## src/rtl/led_bar_pkg.sv

```systemverilog
// Shared definitions for the LED bar controller: FSM state type, level limits,
// and the level helpers (thermometer encode, saturating step).
// Latency: n/a (types and pure functions only). Backpressure: n/a.
package led_bar_pkg;

  typedef enum logic [1:0] {
    ST_IDLE   = 2'd0,
    ST_DELAY  = 2'd1,
    ST_REPEAT = 2'd2,
    ST_BOTH   = 2'd3
  } state_e;

  localparam logic [3:0] LEVEL_INIT = 4'd3;
  localparam logic [3:0] LEVEL_MAX  = 4'd8;

  // Bar of lvl lit segments starting at bit 0: bit i is set iff i < lvl.
  function automatic logic [7:0] therm_encode(input logic [3:0] lvl);
    logic [7:0] bar;
    bar = '0;
    for (int i = 0; i < 8; i++) begin
      bar[i] = (lvl > 4'(i));
    end
    return bar;
  endfunction

  // One step up or down, pinned at 0 and LEVEL_MAX.
  function automatic logic [3:0] step_level(input logic [3:0] lvl, input logic up);
    logic [3:0] nxt;
    nxt = lvl;
    if (up) begin
      if (lvl < LEVEL_MAX) nxt = lvl + 4'd1;
    end else begin
      if (lvl != 4'd0) nxt = lvl - 4'd1;
    end
    return nxt;
  endfunction

endpackage

```

## src/rtl/pb_debounce.sv

```systemverilog
// Pushbutton conditioner: 2-flop synchronizer, counting debouncer, press pulse.
// Latency: debounced level and press pulse change DEBOUNCE_CYCLES+2 edges after the pin settles.
// Backpressure: none; press_o is a single-cycle strobe and is never held off.
// Ports:
//   clk, rst_n  - system clock, async active-low reset (state forced to "released")
//   pb_i        - raw active-low button pin, asynchronous to clk
//   pressed_o   - debounced button level, 1 = pressed
//   press_o     - 1-cycle pulse in the cycle after the debounced level goes to pressed
module pb_debounce #(
  parameter int DEBOUNCE_CYCLES = 500000
) (
  input  logic clk,
  input  logic rst_n,
  input  logic pb_i,
  output logic pressed_o,
  output logic press_o
);

  localparam int CW = (DEBOUNCE_CYCLES > 1) ? $clog2(DEBOUNCE_CYCLES) : 1;
  localparam logic [CW-1:0] CNT_LAST = CW'(DEBOUNCE_CYCLES - 1);

  logic          sync1_q, sync2_q;
  logic          deb_q, deb_d;
  logic          press_q, press_d;
  logic [CW-1:0] cnt_q, cnt_d;

  // Pin polarity is kept through the synchronizer and debouncer (1 = released).
  always_ff @(posedge clk or negedge rst_n) begin
    if (!rst_n) begin
      sync1_q <= 1'b1;
      sync2_q <= 1'b1;
      deb_q   <= 1'b1;
      press_q <= 1'b0;
      cnt_q   <= '0;
    end else begin
      sync1_q <= pb_i;
      sync2_q <= sync1_q;
      deb_q   <= deb_d;
      press_q <= press_d;
      cnt_q   <= cnt_d;
    end
  end

  // Count consecutive cycles where the synchronized pin disagrees with the
  // debounced value; any agreeing cycle drops the count back to zero. The
  // count tops out at DEBOUNCE_CYCLES-1, so it cannot wrap.
  always_comb begin
    deb_d   = deb_q;
    press_d = 1'b0;
    cnt_d   = '0;
    if (sync2_q != deb_q) begin
      if (cnt_q == CNT_LAST) begin
        deb_d   = sync2_q;
        press_d = ~sync2_q;
      end else begin
        cnt_d = cnt_q + 1'b1;
      end
    end
  end

  assign pressed_o = ~deb_q;
  assign press_o   = press_q;

endmodule

```

## src/rtl/led_bar_ctrl.sv

```systemverilog
// Two-button LED bar: step down (pb1) / up (pb2) with hold auto-repeat and a
// both-buttons reset to LEVEL_INIT. Latency: DEBOUNCE_CYCLES+3 edges pin-to-leds.
// Backpressure: none; every accepted step is applied on the following edge.
// Ports:
//   clk, rst_n - system clock, async active-low reset (level=3, leds=8'h07, IDLE)
//   pb1, pb2   - raw active-low buttons: pb1 = step down, pb2 = step up
//   leds       - registered thermometer bar, bit i lit iff i < level
//   level      - registered fill level, 0..8
module led_bar_ctrl
  import led_bar_pkg::*;
#(
  parameter int DEBOUNCE_CYCLES = 500000,
  parameter int REPEAT_DELAY    = 25000000,
  parameter int REPEAT_RATE     = 5000000
) (
  input  logic       clk,
  input  logic       rst_n,
  input  logic       pb1,
  input  logic       pb2,
  output logic [7:0] leds,
  output logic [3:0] level
);

  // One hold counter serves both DELAY and REPEAT; it is cleared on every
  // state change, so it only needs to reach the larger of the two limits.
  localparam int HOLD_MAX = (REPEAT_DELAY > REPEAT_RATE) ? REPEAT_DELAY : REPEAT_RATE;
  localparam int HCW      = (HOLD_MAX > 1) ? $clog2(HOLD_MAX) : 1;
  localparam logic [HCW-1:0] DELAY_LAST = HCW'(REPEAT_DELAY - 1);
  localparam logic [HCW-1:0] RATE_LAST  = HCW'(REPEAT_RATE - 1);

  logic dn_held, dn_press;
  logic up_held, up_press;

  pb_debounce #(
    .DEBOUNCE_CYCLES (DEBOUNCE_CYCLES)
  ) u_pb1_db (
    .clk       (clk),
    .rst_n     (rst_n),
    .pb_i      (pb1),
    .pressed_o (dn_held),
    .press_o   (dn_press)
  );

  pb_debounce #(
    .DEBOUNCE_CYCLES (DEBOUNCE_CYCLES)
  ) u_pb2_db (
    .clk       (clk),
    .rst_n     (rst_n),
    .pb_i      (pb2),
    .pressed_o (up_held),
    .press_o   (up_press)
  );

  state_e         state_q, state_d;
  logic [HCW-1:0] hold_cnt_q, hold_cnt_d;
  logic           dir_up_q, dir_up_d;
  logic [3:0]     level_q, level_d;
  logic [7:0]     leds_q;

  // Which button is being held in DELAY/REPEAT, and the press of the other one.
  logic held_btn;
  logic other_press;

  assign held_btn    = dir_up_q ? up_held  : dn_held;
  assign other_press = dir_up_q ? dn_press : up_press;

  always_ff @(posedge clk or negedge rst_n) begin
    if (!rst_n) begin
      state_q    <= ST_IDLE;
      hold_cnt_q <= '0;
      dir_up_q   <= 1'b0;
      level_q    <= LEVEL_INIT;
      leds_q     <= therm_encode(LEVEL_INIT);
    end else begin
      state_q    <= state_d;
      hold_cnt_q <= hold_cnt_d;
      dir_up_q   <= dir_up_d;
      level_q    <= level_d;
      // Encoded from the next level so leds and level move on the same edge.
      leds_q     <= therm_encode(level_d);
    end
  end

  always_comb begin
    state_d    = state_q;
    hold_cnt_d = '0;
    dir_up_d   = dir_up_q;
    level_d    = level_q;

    unique case (state_q)
      ST_IDLE: begin
        if (up_press && dn_press) begin
          level_d = LEVEL_INIT;
          state_d = ST_BOTH;
        end else if (up_press) begin
          level_d  = step_level(level_q, 1'b1);
          dir_up_d = 1'b1;
          state_d  = ST_DELAY;
        end else if (dn_press) begin
          level_d  = step_level(level_q, 1'b0);
          dir_up_d = 1'b0;
          state_d  = ST_DELAY;
        end
      end

      ST_DELAY: begin
        if (other_press) begin
          level_d = LEVEL_INIT;
          state_d = ST_BOTH;
        end else if (!held_btn) begin
          state_d = ST_IDLE;
        end else if (hold_cnt_q == DELAY_LAST) begin
          level_d = step_level(level_q, dir_up_q);
          state_d = ST_REPEAT;
        end else begin
          hold_cnt_d = hold_cnt_q + 1'b1;
        end
      end

      ST_REPEAT: begin
        if (other_press) begin
          level_d = LEVEL_INIT;
          state_d = ST_BOTH;
        end else if (!held_btn) begin
          state_d = ST_IDLE;
        end else if (hold_cnt_q == RATE_LAST) begin
          // Steps at a limit are absorbed by step_level; timing carries on.
          level_d = step_level(level_q, dir_up_q);
        end else begin
          hold_cnt_d = hold_cnt_q + 1'b1;
        end
      end

      ST_BOTH: begin
        if (!up_held && !dn_held) begin
          state_d = ST_IDLE;
        end
      end

      default: begin
        state_d = ST_IDLE;
      end
    endcase
  end

  assign leds  = leds_q;
  assign level = level_q;

endmodule

```

## config.mk

```make
export PLATFORM = sky130hd
export DESIGN_NAME = led_bar_ctrl
export DESIGN_NICKNAME = d
export VERILOG_FILES = /design/src/rtl/led_bar_pkg.sv /design/src/rtl/pb_debounce.sv /design/src/rtl/led_bar_ctrl.sv
export SDC_FILE = /design/constraint.sdc
export NUM_CORES = 1
export LEC_CHECK = 0
export ABC_AREA = 1
export CORE_ASPECT_RATIO = 1.25
export CORE_MARGIN = 2
export CORE_UTILIZATION = 40
export DETAILED_ROUTE_END_ITERATION = 10
export PLACE_DENSITY = 0.59
export SLEW_MARGIN = 20
export SYNTH_ARGS = -nofsm -noshare
export SYNTH_HDL_FRONTEND = slang
export SYNTH_SLANG_ARGS = --single-unit
export TNS_END_PERCENT = 50
```

## constraint.sdc

```tcl
create_clock -name clk -period 5.5 [get_ports clk]
set_input_delay 1.1 -clock clk [delete_from_list [all_inputs] [get_ports clk]]
set_output_delay 1.1 -clock clk [all_outputs]
set_load 0.005 [all_outputs]
```

==> flow_summary.json, run 1 <==
{
  "status": "complete, no violations",
  "globalplace.congestion": 0.862,
  "post_cts_resize_count": 0,
  "die_y_um": 129,
  "post_synthesis_net_count": 635,
  "power.density_cell_area_mw_per_mm2": 224,
  "yosysUniqueCellTypes": 45,
  "grt_pass1_vias": 4058,
  "remaining_global_route_overflow": 0,
  "die_area_mm2": 0.0133,
  "core_area_mm2": 0.0122,
  "grt_first_pass_wirelength_um": 18300,
  "worst_path_dominant_cell_family": "flip-flops",
  "initial_core_util": 0.409,
  "synth.avg_cell_area_um2": 8.03,
  "netlist_area_mm2": 0.00497,
  "critPathMaxStageDelay_ns": 0.59,
  "max_freq_ghz": 0.393,
  "layout.cells.most_common_list": "nand2_1 (119), inv_1 (86), nor2_1 (80)",
  "total_number_of_nets_in_the_final_design": 656,
  "antenna_found_initial": 0,
  "final-setup-viol-count": 0,
  "clock_path_buffers": 2,
  "post_synth_main_area_contributors": "dfrtp_1 (38%), nand2_1 (9.0%), inv_1 (6.5%)",
  "synth-warning-count": 0,
  "groute.usage.overall": 0.167,
  "syn-instance-count": 619,
  "worst_ep_required_time_ns": 4.40,
  "worstPathBufferInverterCount": 1,
  "setup.worst_path.start": "level[0]",
  "path_cells": "clkdlybuf4s50_1",
  "tightestPinTransition_ns": 0.816,
  "post-cts-setup-buffers": 0,
  "drt_pass1_iterations": 4,
  "p_leak_nw": 2.52,
  "clock_sink_count": 86,
  "final_util": 0.457,
  "slew_viol_final": 0,
  "placed_cells": 793,
  "timing.critical_path.slowest_stage_cell": "dfstp_2",
  "worst_slew_margin_rel": 0.456,
  "maximum_capacitance_violations": 0,
  "die_w_um": 104,
  "hold_path.class": "reg2reg",
  "total_power_mw": 1.25,
  "drcViolationCount": 0,
  "synth_enable_flop_cells": 0,
  "numPortBuffers": 15,
  "vias_per_cell": 5.00,
  "cts-root-buf": "clkbuf_16",
  "num_vias": 4045,
  "area.growth.synth_to_final_pct": 11.9,
  "hold_path_end": "u_pb2_db.sync2_q",
  "finalHoldViolCount": 0,
  "setup_slack_ns": 2.96,
  "hp-start": "u_pb2_db.sync1_q",
  "insertedDiodeCount": 0,
  "critical_path_peak_fanout": 6,
  "hold-path-cell-count": 0,
  "startpoint_type": "register",
  "tritoncts": "yes",
  "largest_net_degree_at_the_start_of_global_routing": 66,
  "route.antenna.remaining_nets": 0,
  "total_routed_wirelength_um": 10200,
  "worst_r2r_path_depth": 12,
  "final.setup.tns_ns": 0,
  "min_period_over_period": 0.463,
  "cts-htree-levels": 3,
  "row_count": 45,
  "post_route_cells_drive_above_1_share": 0.124,
  "cts_made_buffers": 9,
  "clk_pin_slew_ns": 0.07,
  "ctsHoldBuffers": 0,
  "wl_per_cell_um": 12.6,
  "first_iteration_detailed_routing_drc_count": 170,
  "synthFlopType": "dfrtp_1",
  "period_minus_slack_ns": 2.54,
  "num_io_pins": 16,
  "synth_sequential_area_ratio": 0.436,
  "rsz0062_at_grt": "no",
  "dp.final_hpwl_um": 7420,
  "post_layout_nonfiller_instances": 809,
  "critical_path_class": "reg2out",
  "synth_top_area_frac": 0.378,
  "synth_seq_cells": 86,
  "worst_ir_drop_vdd_mv": 0.122,
  "yosys.area.top_type": "dfrtp_1",
  "worstSetupEndpointType": "primary output",
  "reg2reg_from": "level[0]",
  "worstPathArrival_ns": 1.44,
  "mostFrequentLayoutCell": "nand2_1",
  "reg2reg_to": "leds[6]",
  "worst_skew_pair.late_latency_ns": 0.34,
  "post-place-ws_ns": 3.30,
  "synth-async-reset-ratio": 1.00,
  "worst-r2r-setup-slack_ns": 3.31,
  "timing.clock.skew_ns": 0.00944
}
[power breakdown]
group	switching, mW	total [mW]	leakage (nW)	internal [mW]
Sequential	0.00402	0.643	1.16	0.639
Clock	0.265	0.576	0.133	0.311
Combinational	0.0215	0.0282	1.23	0.00674
[flip-flops by register name (all words and copies together) (netlist names)]
name              flops
u_pb2_db.deb_q        1
u_pb2_db.sync1_q      1
u_pb1_db.sync2_q      1
u_pb1_db.deb_q        1
u_pb1_db.press_o      1
state_q               2
u_pb2_db.cnt_q       19
hold_cnt_q           25
leds                  8
dir_up_q              1
u_pb2_db.press_o      1
u_pb1_db.sync1_q      1
level                 4
u_pb2_db.sync2_q      1
u_pb1_db.cnt_q       19
[logic make-up (layout without fill, tap and decap cells)]
logic type | Yosys count | count (layout) | synth area share
flip-flops | 86 | 86 | 0.436
AO/OA/AOI/OAI | 73 | 73 | 0.0834
XOR/XNOR | 20 | 20 | 0.0353
adder cells (fa/ha/maj) | 12 | 12 | 0.0302
buffers and inverters | 99 | 125 | 0.0811
AND/OR/NAND/NOR | 329 | 329 | 0.334
[area by class of cell]
type	instances	area [um^2]
clock buffers	9	225
clock inverters	7	55.1
fillers	1257	6600
inverters	93	354
multi-input cells	434	2400
flip-flops and latches	86	2170
well taps	164	205
repair buffers	16	155
[Yosys cell counts, types with 6 or more instances]
cell type,number
nand3_1,35
nor3_1,24
nor2_2,6
nor4_1,6
dfstp_2,11
nand2_1,119
a31oi_1,6
ha_1,12
xor2_1,12
dfrtp_1,75
nor2_4,10
nand4_1,17
nand2_2,7
a21oi_1,29
xnor2_1,8
inv_1,86
nor2_1,80
inv_2,6
o21ai_0,22
[metrics by stage]
| stage | hold WS (ns) | cell area (um^2) |
|---|---|---|
| 6_report | 0.361 | 5560 |
| 3_5_place_dp | 0.352 | 5280 |
| 2_1_floorplan | 0.345 | 4970 |
| 4_1_cts | 0.363 | 5560 |
| 5_1_grt | 0.368 | 5560 |
| 3_3_place_gp | 0.350 | 5280 |
[per-layer routing]
layer	share of wire	routed length, um	up-vias	track usage
li1	-	-	2064	-
met1	0.46	4720	1926	0.201
met2	0.50	5050	37	0.289
met3	0.019	189	18	0.0344
met4	0.019	195	0	0.0779
met5	0	0	-	0
[how the worst max path moves through the flow]
stage | to | depth (start not counted)
after floorplan | leds[6] | 12
after global placement | leds[7] | 2
after detailed placement | level[2] | 2
after CTS | level[0] | 1
after global routing | level[0] | 1
final | level[0] | 1
Power figures use the tool's default switching activity.
==> run 2, diff against run 1 <==
==> constraint.sdc (replaced) <==
create_clock -name clk -period 2.4 [get_ports clk]
set_input_delay 0.48 -clock clk [delete_from_list [all_inputs] [get_ports clk]]
set_output_delay 0.48 -clock clk [all_outputs]
set_load 0.005 [all_outputs]
==> flow_summary.json, run 2 (synthesis gave the netlist of run 1 again) <==
{
  "worstSetupEndpointType": "register",
  "hold_ws_ns": 0.0661,
  "total_number_of_nets_in_the_final_design": 658,
  "num_io_pins": 16,
  "placed_cells": 795,
  "registers.top_by_ff_count": "hold_cnt_q",
  "drcViolationCount": 0,
  "rsz0062_at_grt": "no",
  "first_iteration_detailed_routing_drc_count": 169,
  "post-cts-setup-buffers": 0,
  "initial_core_util": 0.409,
  "largest_reg_flops": 25,
  "total_power_mw": 3.03,
  "critPathMaxStageDelay_ns": 0.60,
  "placedInstanceArea_mm2": 0.00531,
  "largest_net_degree_at_the_start_of_global_routing": 43,
  "route.antenna.remaining_nets": 0,
  "hold_path.class": "in2async",
  "die_w_um": 104,
  "multi_input_area_mm2": 0.00240,
  "timing.clock.skew_ns": 0.0110,
  "antenna_found_initial": 0,
  "post_layout_nonfiller_instances": 811,
  "worst_slew_margin_rel": 0.707,
  "grt_first_pass_wirelength_um": 18100,
  "dp.final_hpwl_um": 7640,
  "clk_pin_slew_ns": 0.07,
  "globalplace.congestion": 0.896,
  "path_cells": "inv_1 > ha_1 > inv_1 > nand2_1 > o21ai_0 > o21ai_1 > nand2_1 > o21ai_0 > a21oi_1 > nor2_1 > nand2_1 > o21ai_2 > nand3_1",
  "non_filler_cell_area_final_mm2": 0.00562,
  "grt_pass1_vias": 3971,
  "p_leak_nw": 2.55,
  "wl_per_cell_um": 12.8,
  "worstPathBufferInverterCount": 2,
  "core_area_mm2": 0.0122,
  "die_area_mm2": 0.0133,
  "vias_per_cell": 4.95,
  "worstPathArrival_ns": 2.45,
  "ctsHoldBuffers": 0,
  "total_routed_wirelength_um": 10400,
  "layout.cells.most_common_list": "nand2_1 (119), inv_1 (86), nor2_1 (80)",
  "cpMostUsedCell": "nand2_1",
  "maximum_capacitance_violations": 0,
  "finalHoldViolCount": 0,
  "mostFrequentLayoutCell": "nand2_1",
  "nFillCells": 1225,
  "post_route_cells_drive_above_1_share": 0.122,
  "worst_path_dominant_cell_family": "compound AO/OA/AOI/OAI gates",
  "max_freq_ghz": 0.460,
  "tightestPinTransition_ns": 0.436,
  "worst_ir_drop_vdd_mv": 0.265,
  "area.growth.synth_to_final_pct": 13.0,
  "groute.usage.overall": 0.166,
  "status": "complete, no violations",
  "num_vias": 4017,
  "power.density_cell_area_mw_per_mm2": 539,
  "tritoncts": "yes",
  "clock_sink_count": 86,
  "die_y_um": 129,
  "drt_pass1_iterations": 4,
  "insertedDiodeCount": 0,
  "slew_viol_final": 0,
  "cts-htree-levels": 3,
  "critical_path_class": "reg2reg",
  "period_minus_slack_ns": 2.17,
  "worst_skew_pair.late_latency_ns": 0.34,
  "numPortBuffers": 15,
  "cts-root-buf": "clkbuf_16",
  "final.setup.tns_ns": 0,
  "row_count": 45,
  "remaining_global_route_overflow": 0,
  "final-setup-viol-count": 0,
  "clock_path_buffers": 2,
  "critical_path_peak_fanout": 9,
  "startpoint_type": "register",
  "ff_latch_area_mm2": 0.00217,
  "min_period_over_period": 0.905,
  "largest_registers": "hold_cnt_q: 25 flops, u_pb1_db.cnt_q: 19 flops, u_pb2_db.cnt_q: 19 flops",
  "timing.critical_path.slowest_stage_cell": "dfstp_2",
  "worst_ep_required_time_ns": 2.67,
  "cts_made_buffers": 9
}
## run 2: cell count changes in the layout (fill, tap and decap cells not counted)
| cell | delta |
|---|---|
| clkinv_4 | -1 |
| bufinv_16 | +2 |
| o21ai_1 | +2 |
| o21ai_0 | -2 |
| buf_4 | +1 |
| clkbuf_1 | +3 |
| clkinvlp_4 | -1 |
| inv_6 | -3 |
| buf_12 | +1 |
## run 2: what timing repair did
action | 4_1_cts | 5_1_grt
endpoints found under the hold margin | 0 | 0
setup endpoints to repair | 0 | 9
gates resized for setup | 0 | 2
## run 2: path summary, 6_finish.rpt
path | slack, ns | from | to | depth (start not counted)
max in group asynchronous | 1.70 | rst_n | u_pb1_db.sync1_q | 2
worst min-delay path | 0.07 | rst_n | u_pb2_db.cnt_q[12] | 1
min in group clk | 0.36 | u_pb2_db.sync1_q | u_pb2_db.sync2_q | 0
worst min register to register | 0.36 | u_pb2_db.sync1_q | u_pb2_db.sync2_q | 0
worst max-delay path | 0.23 | level[0] | leds[0] | 13
worst max register to register | 0.23 | level[0] | leds[0] | 13
## run 2: through the flow
| stage | util | setup WS (ns) |
|---|---|---|
| 2_1_floorplan | - | 0.509 |
| 3_3_place_gp | 0.436 | 0.265 |
| 3_5_place_dp | 0.436 | 0.212 |
| 4_1_cts | 0.462 | 0.182 |
| 5_1_grt | 0.462 | 0.00491 |
| 6_report | 0.462 | 0.227 |
## run 2: routing by layer
layer	share of wire	GRT usage	wire (um)	vias to the layer above
met5	0	0	0	-
met4	0.030	0.0739	315	0
met3	0.033	0.0370	346	23
met2	0.49	0.286	5030	61
met1	0.45	0.203	4670	1878
li1	-	-	-	2055
## run 2: cell type report
class / instances / share of cell area
clock buffers: 12 / 0.0421
clock inverters: 4 / 0.0129
inverters: 93 / 0.0630
multi-input cells: 434 / 0.427
flip-flops and latches: 86 / 0.386
well taps: 164 / 0.0365
repair buffers: 18 / 0.0325
## run 2: power breakdown
group / total (mW) / internal (mW) / leakage [nW] / switching [mW]
clock: 1.48 / 0.912 / 0.147 / 0.573
sequential: 1.47 / 1.46 / 1.16 / 0.00894
combinational: 0.0699 / 0.0197 / 1.24 / 0.0502
total: 3.03 / 2.40 / 2.55 / 0.632
